===== src/rtl/apb_master.sv =====
// APB2 requester: one local command at a time becomes an APB SETUP/ACCESS transfer to slave 1 or 2.
// Define APB_MASTER_TIMEOUT_EN to abort ACCESS phases that wait TIMEOUT cycles without PREADY.
module apb_master #(
    parameter int unsigned ADDR_W  = 8,
    parameter int unsigned DATA_W  = 8,
    parameter int unsigned TIMEOUT = 16
) (
    input  logic              PCLK,
    input  logic              PRESET,
    input  logic              cmd_valid,
    output logic              cmd_ready,
    input  logic              cmd_write,
    input  logic [ADDR_W-1:0] cmd_addr,
    input  logic [DATA_W-1:0] cmd_wdata,
    output logic              rsp_valid,
    output logic [DATA_W-1:0] rsp_rdata,
    output logic              rsp_err,
    output logic              PSEL1,
    output logic              PSEL2,
    output logic              PENABLE,
    output logic              PWRITE,
    output logic [ADDR_W-1:0] PADDR,
    output logic [DATA_W-1:0] PWDATA,
    input  logic              PREADY,
    input  logic [DATA_W-1:0] PRDATA1,
    input  logic [DATA_W-1:0] PRDATA2
);

    typedef enum logic [1:0] {StIdle, StSetup, StAccess} state_e;

    state_e              state_q;
    logic                cmd_ready_q;
    logic                rsp_valid_q;
    logic                rsp_err_q;
    logic [DATA_W-1:0]   rsp_rdata_q;
    logic                psel1_q;
    logic                psel2_q;
    logic                penable_q;
    logic                pwrite_q;
    logic [ADDR_W-1:0]   paddr_q;
    logic [DATA_W-1:0]   pwdata_q;

    // Top two address bits select the slave; 1x has no slave behind it.
    logic [1:0] dec_bits;
    assign dec_bits = cmd_addr[ADDR_W-1:ADDR_W-2];

`ifdef APB_MASTER_TIMEOUT_EN
    localparam int unsigned CntW = $clog2(TIMEOUT + 1);
    logic [CntW-1:0] wait_cnt_q;
    logic            timeout_hit;
    assign timeout_hit = (wait_cnt_q == CntW'(TIMEOUT - 1));
`endif

    always_ff @(posedge PCLK) begin
        if (PRESET) begin
            state_q     <= StIdle;
            cmd_ready_q <= 1'b1;
            rsp_valid_q <= 1'b0;
            rsp_err_q   <= 1'b0;
            rsp_rdata_q <= '0;
            psel1_q     <= 1'b0;
            psel2_q     <= 1'b0;
            penable_q   <= 1'b0;
            pwrite_q    <= 1'b0;
            paddr_q     <= '0;
            pwdata_q    <= '0;
`ifdef APB_MASTER_TIMEOUT_EN
            wait_cnt_q  <= '0;
`endif
        end else begin
            rsp_valid_q <= 1'b0;
            unique case (state_q)
                StIdle: begin
                    if (cmd_valid && cmd_ready_q) begin
                        pwrite_q <= cmd_write;
                        paddr_q  <= cmd_addr;
                        pwdata_q <= cmd_wdata;
                        if (dec_bits[1]) begin
                            rsp_valid_q <= 1'b1;
                            rsp_err_q   <= 1'b1;
                            rsp_rdata_q <= '0;
                        end else begin
                            psel1_q     <= ~dec_bits[0];
                            psel2_q     <= dec_bits[0];
                            cmd_ready_q <= 1'b0;
                            state_q     <= StSetup;
                        end
                    end
                end
                StSetup: begin
                    penable_q  <= 1'b1;
                    state_q    <= StAccess;
`ifdef APB_MASTER_TIMEOUT_EN
                    wait_cnt_q <= '0;
`endif
                end
                StAccess: begin
                    if (PREADY) begin
                        psel1_q     <= 1'b0;
                        psel2_q     <= 1'b0;
                        penable_q   <= 1'b0;
                        cmd_ready_q <= 1'b1;
                        rsp_valid_q <= 1'b1;
                        rsp_err_q   <= 1'b0;
                        if (!pwrite_q) begin
                            rsp_rdata_q <= psel2_q ? PRDATA2 : PRDATA1;
                        end
                        state_q     <= StIdle;
                    end
`ifdef APB_MASTER_TIMEOUT_EN
                    else if (timeout_hit) begin
                        psel1_q     <= 1'b0;
                        psel2_q     <= 1'b0;
                        penable_q   <= 1'b0;
                        cmd_ready_q <= 1'b1;
                        rsp_valid_q <= 1'b1;
                        rsp_err_q   <= 1'b1;
                        rsp_rdata_q <= '0;
                        state_q     <= StIdle;
                    end else begin
                        wait_cnt_q <= wait_cnt_q + 1'b1;
                    end
`endif
                end
                default: state_q <= StIdle;
            endcase
        end
    end

    assign cmd_ready = cmd_ready_q;
    assign rsp_valid = rsp_valid_q;
    assign rsp_err   = rsp_err_q;
    assign rsp_rdata = rsp_rdata_q;
    assign PSEL1     = psel1_q;
    assign PSEL2     = psel2_q;
    assign PENABLE   = penable_q;
    assign PWRITE    = pwrite_q;
    assign PADDR     = paddr_q;
    assign PWDATA    = pwdata_q;

endmodule

===== config.mk =====
export PLATFORM = sky130hd
export DESIGN_NAME = apb_master
export DESIGN_NICKNAME = d
export VERILOG_FILES = /design/src/rtl/apb_master.sv
export SDC_FILE = /design/constraint.sdc
export NUM_CORES = 1
export LEC_CHECK = 0
export CAP_MARGIN = 5
export CORE_MARGIN = 2
export CORE_UTILIZATION = 43
export CTS_CLUSTER_SIZE = 8
export DETAILED_ROUTE_END_ITERATION = 10
export HOLD_SLACK_MARGIN = 0.15
export MAX_ROUTING_LAYER = met4
export PLACE_DENSITY_LB_ADDON = 0.25
export SKIP_LAST_GASP = 1
export SYNTH_ARGS = -nofsm -noshare
export SYNTH_HDL_FRONTEND = slang
export SYNTH_SLANG_ARGS = --single-unit

===== constraint.sdc =====
create_clock -name PCLK -period 3.25 [get_ports PCLK]
set_input_delay 0.325 -clock PCLK [delete_from_list [all_inputs] [get_ports PCLK]]
set_output_delay 0.325 -clock PCLK [all_outputs]
set_load 0.1 [all_outputs]

==> After elaboration in Yosys (flattened, before gate mapping) <==
Index checks and enable logic that the tools add are counted.
{ "word_totals": {"ff_bits": 33, "latchBits": 0, "ram_bits": 0, "rom_bits": 0, "out_inout_bits": 31, "memories": 0} }
{ "classes": {"n_addsub": 0, "n_mul": 0, "n_div": 0, "magnitude_cmp": 0, "eq_ne": 7, "n_shift": 0, "muxes": 29, "bitwise": 1, "n_reduce_logical": 10} }
{ "op_table": {"columns": ["operator", "count"], "rows": [
  ["$mux W8", 5],
  ["$pmux W8 S2", 1],
  ["$mux W1", 13],
  ["$pmux W1 S2", 6],
  ["$ne A2 B2 Y1 const B", 5],
  ["$reduce_and A4 Y1", 2],
  ["$mux W2", 3],
  ["$pmux W2 S3", 1],
  ["$reduce_and A5 Y1", 1],
  ["$reduce_and A2 Y1", 2],
  ["$reduce_bool A2 Y1", 2],
  ["$reduce_and A3 Y1", 1],
  ["$eq A2 B1 Y1 const B", 1],
  ["$eq A2 B2 Y1 const B", 1],
  ["$logic_not A2 Y1", 1],
  ["$logic_and A1 B1 Y1", 1],
  ["$not A1 Y1", 1]
]} }

==> Longest topological paths before layout <==
{ "depth": {"depth_word": 4, "depth_mapped": 6, "depth_no_buf": 3} }

==> Worst setup path before layout <==
No wires, ideal clock.
{ "synth_timing": {"path_type": "reg-to-reg", "start": "register psel2_q, in the netlist PSEL2", "end": "register rsp_rdata_q[0], in the netlist rsp_rdata[0]", "arrival_time_ns": 1.761, "required_time_ns": 3.116, "setup_slack_ns": 1.355, "path_stages_with_launch": 5, "period_less_slack_ns": 1.895, "cell_sequence": "dfxtp_1 clkbuf_1 mux2_2 nand2_1 mux2i_1"} }
{ "synth_between": {"elab_chain_len": 4} }
{ "synth_lines": {"columns": ["element", "line_no", "source"], "rows": [
  ["start: declaration", "37", "logic psel2_q;"],
  ["start signal: assignment", "84", "psel2_q <= dec_bits[0];"],
  ["$mux W8", "106", "rsp_rdata_q <= psel2_q ? PRDATA2 : PRDATA1;"],
  ["$mux W8", "105", "if (!pwrite_q) begin"],
  ["$mux W8", "98", "if (PREADY) begin"],
  ["$pmux W8 S2", "72", "unique case (state_q)"],
  ["end signal: assignment", "106", null],
  ["end: declaration", "35", "logic [DATA_W-1:0] rsp_rdata_q;"]
]} }
Every way passes these cells. The select of a mux whose other input is x is not followed.
A chain may end at the register's enable or synchronous reset.

==> Final worst setup path <==
{ "layout_timing": {"start": "register cmd_ready_q, in the netlist cmd_ready", "end": "output port cmd_ready"} }
{ "layout_lines": {"columns": ["element", "line_no", "source"], "rows": [
  ["start: declaration", "32", "logic cmd_ready_q;"],
  ["start signal: assignment", "57", "cmd_ready_q <= 1'b1;"],
  ["start signal: assignment", "85", "cmd_ready_q <= 1'b0;"],
  ["start signal: assignment", "102", "cmd_ready_q <= 1'b1;"],
  ["end: declaration", "11", "output logic cmd_ready,"]
]} }
No word-level cell between the ends.

==> flow_metrics.tcl <==
set metrics [dict create \
    nFillCells 285 \
    hp-class "register to register" \
    synth_cell_types 25 \
    clk-insertion-delay-late_ns 0.33 \
    ff2ff_path_depth 4 \
    rows 20 \
    synth_mux_area_share_pct 12.0 \
    cts.repair.resized 0 \
    synth_edf_count 0 \
    synth_top_family_by_area "simple AND/OR/NAND/NOR gates" \
    crit_family "buffers and inverters" \
    synth_top_flop_cell "dfxtp_1" \
    r2r-end "PADDR[1]$_SDFFE_PP0P_" \
    fmax_mhz 450 \
    cp_slowest_stage_delay_ns 1.16 \
    crit_path_cell_trace "clkdlybuf4s50_1" \
    peakVddDrop_v 0.000273 \
    core_um2 3100 \
    drv_cap 0 \
    synth_common_cells "nand2_1 (43), dfxtp_1 (33), a21oi_1 (22)" \
    cp.arrival_ns 1.90 \
    hpwl_mm 2.63 \
    worst-path-max-fanout 5 \
    grt_max_degree 21 \
    area_growth_syn_to_layout_pct 55.0 \
    cts_buffers 5 \
    avgSynthCellArea_um2 9.21 \
    p_per_area_nw_per_um2 517 \
    holdPathStages 2 \
    synth_compound_area_share_pct 12.9 \
    ant_nets 0 \
    critPathRequiredTime_ns 2.92 \
    maxSlewHeadroom_pct 34.2 \
    viasPerCell 4.83 \
    synthCells 154 \
    post-cts-setup-buffers 0 \
    yosysMostFrequentCell "nand2_1" \
    min-delay-start "PADDR[5]$_SDFFE_PP0P_" \
    r2r_slack_ns 1.52 \
    drc 0 \
    cp_slowest_cell "clkdlybuf4s50_1" \
    yosysSeqAreaShare_pct 46.6 \
    r2r_start "state_q[0]$_SDFFE_PP0P_" \
    gp_congestion 0.837 \
    pin_count 68 \
    cp_num_buf_inv 1 \
    ys_ff_latch 33 \
    die-area_um2 3770 \
    async_reset_ff_share_pct 0 \
    fin_ws_ns 1.03 \
    synth-simple-area-share_pct 23.4 \
    cp-end-kind "output pin" \
    dr.pass1.iters 4 \
    die_w_um 61.4 \
    grt_pass1_wl_mm 5.41 \
    drive_gt1_share_pct 11.3 \
    drv_slew 0 \
    area.sequential_um2 661 \
    tritoncts "yes" \
    synth_fa_ha_area_share_pct 0 \
    syn_nets 191 \
    tns_ns 0 \
    die_h_um 61.4 \
    power_w 0.00114 \
    diodes 0 \
    multi_input_area_um2 684 \
    grt_usage_pct 20.1 \
    cts_hold_buf 0 \
    routed_wl_mm 3.40 \
    clock_sinks 33 \
    worst_pin_slew_ns 0.983 \
    antenna_found_initial 0 \
    initialDrtViolationCount 41 \
    htree_levels 2 \
    pre_cts_ws_ns 1.16 \
    outcome "completed" \
    synth.largest_area_cell "dfxtp_1" \
    wl_per_cell_um 12.8 \
    initial_core_util_pct 45.7 \
    synth_xor_xnor_area_share_pct 0 \
    vias 1285 \
    synth_top_area_share_pct 46.6 \
    synthTopCellsByArea "dfxtp_1 (47%), nand2_1 (11%), a21oi_1 (7.8%)" \
    io_buffers 67 \
    root_buffer "clkbuf_4" \
    fin_worst_skew_ns 0.00660 \
    final-setup-viol-count 0 \
    clk_pin_slew_ns 0.10 \
    grt_pass1_vias 1315 \
    syn_area_um2 1420 \
    ys_warn_count 0 \
    cp_num_cells 1 \
    rsz0062_at_grt "no" \
    period_needed_ns 2.22 \
    hold-path-endpoint "PADDR[5]$_SDFFE_PP0P_" \
    nets 258 \
    crit_path_start_kind "register" \
    min_period_over_period_pct 68.3 \
    overflow 0 \
    clock_path_buffers 2 \
    p_leak_nw 0.829 \
    worstSetupPathType "register to output pin" \
    hold_viol 0 \
]
==> cell type report <==
type | count | share of cell area [%]
Clock buffer | 5 | 1.71
Clock inverter | 3 | 2.96
Inverter | 1 | 0.171
Multi-Input combinational cell | 110 | 31.2
Sequential cell | 33 | 30.1
Tap cell | 44 | 2.51
Timing Repair Buffer | 70 | 31.4
==> sequential cells by signal (all words and copies together), names as in the netlist <==
signal and count:
PENABLE 1, PADDR 8, cmd_ready 1, PWDATA 8, state_q 2, rsp_rdata 8, PWRITE 1, rsp_err 1
rsp_valid 1, PSEL2 1, PSEL1 1
==> worst reg2reg max path, delay by kind of cell, from the launching register on <==
family	cells	cell delay, ns
DFF	1	0.44
AOI/OAI and AO/OA	1	0.14
buffers and inverters	1	0.30
and+or+nand+nor	2	0.77
==> how the worst max path moves through the flow <==
stage | startpoint | end | slack (ns)
2_1_floorplan | PSEL2$_SDFFE_PP0P_ | rsp_rdata[0]$_SDFFE_PP0P_ | 1.36
3_3_place_gp | cmd_valid | rsp_rdata[4]$_SDFFE_PP0P_ | 1.24
3_5_place_dp | cmd_valid | PWRITE$_SDFFE_PP0P_ | 1.16
4_1_cts | cmd_ready$_SDFFE_PP1P_ | cmd_ready | 1.02
5_1_grt | cmd_ready$_SDFFE_PP1P_ | cmd_ready | 0.97
6_report | cmd_ready$_SDFFE_PP1P_ | cmd_ready | 1.03
==> kinds of logic after synthesis <==
kind of cell	count (synthesis)
AO/OA/AOI/OAI	29
buffers and inverters	11
multiplexers	16
AND/OR/NAND/NOR	65
flip-flops	33
==> power by group <==
part           switching [W]  internal (W)
Clock               0.000137      0.000238
Sequential         0.0000168      0.000426
Combinational       0.000210      0.000108
Total               0.000364      0.000772
==> routing by layer <==
metal  global-route usage, %  share of wire (%)  vias up
met5                       -                  0        -
met4                    8.21                1.6        0
met3                    5.67                4.9        6
met2                    33.3                 50       39
met1                    23.0                 43      592
li1                        -                  -      648
==> cells in the final DEF (no fill, tap or decap), types with 2 or more instances in the layout <==
| cell | n |
|---|---|
| mux2i_1 | 8 |
| nand2_1 | 43 |
| dfxtp_1 | 33 |
| buf_4 | 4 |
| clkdlybuf4s50_1 | 66 |
| clkbuf_4 | 5 |
| a21oi_1 | 22 |
| nand4bb_1 | 2 |
| o21ai_0 | 3 |
| nor3_1 | 2 |
| mux2_2 | 8 |
| bufinv_16 | 2 |
| nand2b_1 | 11 |
| nor2b_1 | 2 |
==> through the flow <==
step	hold slack, ns	utilization (%)	instances	instance area [µm²]
final	0.459	70.8	266	2200
after global routing	0.488	70.8	266	2200
after CTS	0.461	70.8	266	2200
after detailed placement	0.446	67.5	258	2090
after global placement	0.447	67.5	258	2090
after floorplan	0.404	-	154	1420
Note: power is estimated with default switching activity, not from simulation.
